`config.mk`:
```
export PLATFORM = sky130hd
export DESIGN_NAME = square_wave_synth
export DESIGN_NICKNAME = d
export VERILOG_FILES = /design/src/rtl/square_wave_synth.sv
export SDC_FILE = /design/constraint.sdc
export NUM_CORES = 1
export LEC_CHECK = 0
export CAP_MARGIN = 25
export CORE_MARGIN = 3
export CORE_UTILIZATION = 48
export CTS_CLUSTER_SIZE = 14
export DETAILED_ROUTE_END_ITERATION = 8
export PLACE_DENSITY = 0.76
export SLEW_MARGIN = 20
export SYNTH_ARGS = -nofsm -noshare
export SYNTH_HDL_FRONTEND = slang
export SYNTH_SLANG_ARGS = --single-unit
export TNS_END_PERCENT = 50
```
`constraint.sdc`:
```
create_clock -name clk -period 2.2 [get_ports clk]
set_clock_uncertainty 0.1 [all_clocks]
set_input_delay 0.44 -clock clk [delete_from_list [all_inputs] [get_ports clk]]
set_output_delay 0.44 -clock clk [all_outputs]
set_load 0.03 [all_outputs]
```
`src/rtl/square_wave_synth.sv`:
```
// square_wave_synth: N-channel programmable square-wave generator with shared prescaler,
// register-programmable periods, phase-sync restart and registered channel-count mix.
module square_wave_synth #(
    parameter int NUM_CH = 4,
    parameter int CNT_W  = 12,
    parameter int PRE_W  = 4,
    parameter int CH_W   = $clog2(NUM_CH),
    parameter int MIX_W  = $clog2(NUM_CH + 1)
) (
    input  logic              clk,
    input  logic              rst_n,
    input  logic [PRE_W-1:0]  prescale,
    input  logic              wr_en,
    input  logic [CH_W-1:0]   wr_ch,
    input  logic [CNT_W-1:0]  wr_data,
    input  logic              sync,
    output logic [NUM_CH-1:0] wave,
    output logic [MIX_W-1:0]  mix,
    output logic              tick
);
    logic [PRE_W-1:0]  pre_q, pre_d;
    logic [CNT_W-1:0]  period_q [NUM_CH];
    logic [CNT_W-1:0]  period_d [NUM_CH];
    logic [CNT_W-1:0]  cnt_q [NUM_CH];
    logic [CNT_W-1:0]  cnt_d [NUM_CH];
    logic [NUM_CH-1:0] wave_q, wave_d;
    logic [MIX_W-1:0]  mix_q, mix_d;
    logic              tick_q, tick_d, tick_now;

    always_comb begin
        tick_now = pre_q == '0;
        pre_d    = (sync || tick_now) ? prescale : pre_q - 1'b1;
        tick_d   = tick_now && !sync;
        mix_d    = '0;
        wave_d   = wave_q;
        for (int i = 0; i < NUM_CH; i++) begin
            mix_d       = mix_d + MIX_W'(wave_q[i]);
            period_d[i] = (wr_en && wr_ch == CH_W'(i)) ? wr_data : period_q[i];
            cnt_d[i]    = cnt_q[i];
            // sync loads the freshly written period; a tick reload still uses the old one
            if (sync) begin
                cnt_d[i]  = period_d[i];
                wave_d[i] = 1'b0;
            end else if (tick_now) begin
                cnt_d[i] = (cnt_q[i] != '0) ? cnt_q[i] - 1'b1 : period_q[i];
                if (cnt_q[i] == '0)
                    wave_d[i] = (period_q[i] != '0) && !wave_q[i];
            end
        end
    end

    always_ff @(posedge clk or negedge rst_n) begin
        if (!rst_n) begin
            pre_q  <= '0;
            wave_q <= '0;
            mix_q  <= '0;
            tick_q <= 1'b0;
            for (int i = 0; i < NUM_CH; i++) begin
                period_q[i] <= '0;
                cnt_q[i]    <= '0;
            end
        end else begin
            pre_q    <= pre_d;
            wave_q   <= wave_d;
            mix_q    <= mix_d;
            tick_q   <= tick_d;
            period_q <= period_d;
            cnt_q    <= cnt_d;
        end
    end

    assign wave = wave_q;
    assign mix  = mix_q;
    assign tick = tick_q;
endmodule

```
==> results by group <==
Run status
  • Outcome: finished, final reports clean

CTS
  • CTS buffer count: 9
  • Clock root buffer: clkbuf_16
  • Clk buf depth: 2
  • CTS tree: built
  • Clk_lat worst skew: 0.35 ns
  • Clock transition at path regs: 0.07 ns
  • H-tree Lvls: 3
  • # clock sinks: 108

Critical path
  • Critical path launch point type: register
  • Buffers and inverters on the worst path: 1
  • Setup CP Type: reg2reg
  • Critical Path, Cell by Cell: inv_2 > ha_1 > or4b_4 > or3_4 > or4_4 > a21oi_2
  • Critical Path AT: 2.34 ns
  • Slowest CP cell: or4b_4
  • Worst EP required: 2.38 ns
  • Crit end category: register
  • Worst path top cell family by delay: simple AND/OR/NAND/NOR gates
  • Crit Path Max Fanout: 4
  • Largest stage delay on the critical path: 0.45 ns

Global routing
  • GR Overflow Total: 0
  • First-pass GRT wire length: 27,420 um
  • GRT busiest layer: met2
  • GRT Util Overall: 24.10%
  • Pin count of the biggest net entering global routing: 63
  • Met3 global-route usage: 4.019%
  • GR Util met1: 32.05%
  • Met2 GRT Util: 40.30%
  • Number of global-route vias before repair: 5,288
  • Initial antenna violation count: 0

Synthesis
  • Syn_nets: 654
  • Synth Area in Simple Gates: 16.06%
  • Post-Synth XOR/XNOR Area: 1.442%
  • Top cells by area, synth: dfrtp_1, mux2_2, o21ai_0, mux2i_1, nor4_1
  • Synth Area in Compound Gates: 18.45%
  • #FFs+latches synth: 108
  • Syn Area/Cell: 9.800 um2
  • Post-synth EDFFs: 0
  • Async S/R FF share, synth: 100.0%
  • Yosys warns: 0
  • Cell Area, Synth: 6076 um2
  • Cells after Synth: 620
  • Synth area leader: dfrtp_1
  • Main synth FF type: dfrtp_1
  • Mux contribution to synthesized area: 12.21%
  • Top cell type's share of synthesized area: 44.48%
  • Largest family of logic cells by synthesized area: compound AO/OA/AOI/OAI gates
  • Synth Area in Adders: 2.595%
  • Synth unique cells: 55
  • Sequential share of the synthesized area: 44.48%

Timing
  • Least-Margin Pin Slew: 0.7103 ns
  • Setup violations, final: 0
  • Setup WS post-layout: 0.03945 ns
  • Maximum clock rate: 0.4628 GHz
  • Slew headroom: 52.65%
  • Minimum clock period: 2.161 ns
  • Final period util: 98.21%
  • Max-slew violation count: 0
  • Unrepaired setup endpoints after global routing: true
  • Final hold violation count: 0
  • Setup TNS: 0 ns

Drt
  • Pre-antenna DRT Iters: 5
  • Via density: 6.397
  • Final ANT Viol Nets: 0
  • Total wire length: 16,820 um
  • # DRC: 0
  • DR iter-0 viols: 619
  • Via total after detailed routing: 5,380
  • Wire length per cell: 20.00 um

Pwr
  • Comb power frac: 28.1%
  • Net Sw Frac: 33.82%
  • Sequential Power Share: 45.1%
  • P_leak: 3.001 nW
  • Final Power: 6.243 mW
  • Psw: 2.111 mW
  • Clock network power share: 26.8%
  • Pint: 4.131 mW
  • Worst VDD drop: 0.3862 mV
  • Power per cell area: 864.2 nW/um2

Placement
  • GP Congestion: 0.9657
  • Pre-CTS setup slack: -0.1035 ns
  • Placed Area: 6860 um2
  • PortBufs: 29
  • Post-DP HPWL: 11,400 um

Min path
  • Hold Path Class: in2async

Cells and area
  • Fill count: 1,043
  • Share of cells above drive strength 1: 20.95%
  • Nets@finish: 702
  • Most frequent cells in the layout: dfrtp_1, o21ai_0, mux2_2
  • Most common cell after layout, fill and taps aside: dfrtp_1
  • Area delta synth->final: 18.88%
  • Ant diodes: 0
  • Design area: 7223 um2
  • Final core occ: 59.15%

Die
  • Initial Util: 49.75%
  • Core Rows: 40
  • Die area: 14,040 um2
  • Vert. Die Dim: 118.5 um
  • Area of the core: 12,210 um2
  • I/O pins: 30
  • Die width: 118.5 um

Flow run
  • Reported max-cap violation count: 0
synth_stat cells (2+ instances only):
cell and n:
a2bb2oi_1 2, clkbuf_1 41, o31ai_1 9, nand3b_1 3, or4b_1 3, a211oi_1 3, nand3_1 7, o31a_1 2
or3b_2 5, nor3_1 23, and3_1 9, inv_1 23, mux2_2 49, dfrtp_1 108, a22oi_1 7, or4_1 12
a21oi_1 30, xnor2_1 6, nor2_1 28, or3_1 12, o21ai_1 7, nor4_1 26, a31oi_1 4, buf_1 3
buf_6 3, xor2_1 4, o21a_1 4, nand2_1 19, nand4_1 6, ha_1 11, nor4_2 2, o311a_1 2
mux2i_1 19, nor3b_1 7, o21ai_0 61, a2111oi_0 2, a21o_1 9, o211ai_1 6, nor2b_1 4, o21bai_1 2
a41oi_1 3, o22ai_1 21
power groups by stage:
| stage | sequential [mW] | combinational [mW] | clock, mW |
|---|---|---|---|
| after global placement | 2.80 | 1.63 | 0 |
| after CTS | 2.79 | 1.72 | 1.70 |
| after floorplan | 2.70 | 1.16 | 0 |
| after detailed placement | 2.82 | 1.70 | 0 |
| final | 2.81 | 1.75 | 1.67 |
| after global routing | 2.87 | 1.94 | 1.78 |
worst paths after layout:
kind	cells past startpoint	end	start	slack, ns
max	6	wave[1]$_DFFE_PN0P_	cnt_q[24]$_DFFE_PN0N_	0.04
min	2	cnt_q[17]$_DFFE_PN0N_	rst_n	0.46
max reg2reg	6	wave[1]$_DFFE_PN0P_	cnt_q[24]$_DFFE_PN0N_	0.04
min reg2reg	1	period_q[20]$_DFF_PN0_	period_q[20]$_DFF_PN0_	0.46
max in group asynchronous	3	cnt_q[5]$_DFFE_PN0N_	rst_n	0.90
min in group clk	1	period_q[20]$_DFF_PN0_	period_q[20]$_DFF_PN0_	0.46
metal layers:
metal / up-vias / share of wire (%)
met2: 235 / 49
met5: - / 0
met4: 0 / 2.4
li1: 2426 / -
met3: 41 / 6.6
met1: 2678 / 42
area by class of cell:
class	instances	area, um2	share of cell area [%]
clock buffers	11	242.7	3.360
well taps	168	210.2	2.910
repair buffers	84	785.8	10.88
inverters	24	90.09	1.247
clock inverters	5	57.56	0.7968
flip-flops and latches	108	2703	37.42
multi-input cells	441	3134	43.39
timing repair:
item,CTS,global route
resized for setup,3,12
hold endpoints to repair,28,0
endpoints found under the setup margin,3,20
buffers inserted,0,1
hold buffers,1,0
pin swaps,0,1
stage by stage:
stage,instances,hold WS (ns)
finish,841,0.4618
global route,841,0.4783
CTS,840,0.4549
detailed placement,823,0.3033
global placement,823,0.3059
floorplan,620,0.04441
kinds of logic after synthesis:
family	Yosys count
AO/OA/AOI/OAI	182
multiplexers	68
XOR/XNOR	10
AND/OR/NAND/NOR	169
buffers and inverters	71
adder cells (fa/ha/maj)	12
flip-flops	108
registers in the layout, indices dropped and copies added (netlist names):
register,flops
cnt_q,48
period_q,48
pre_q,4
wave,4
mix,3
tick,1
Power figures use the tool's default switching activity.
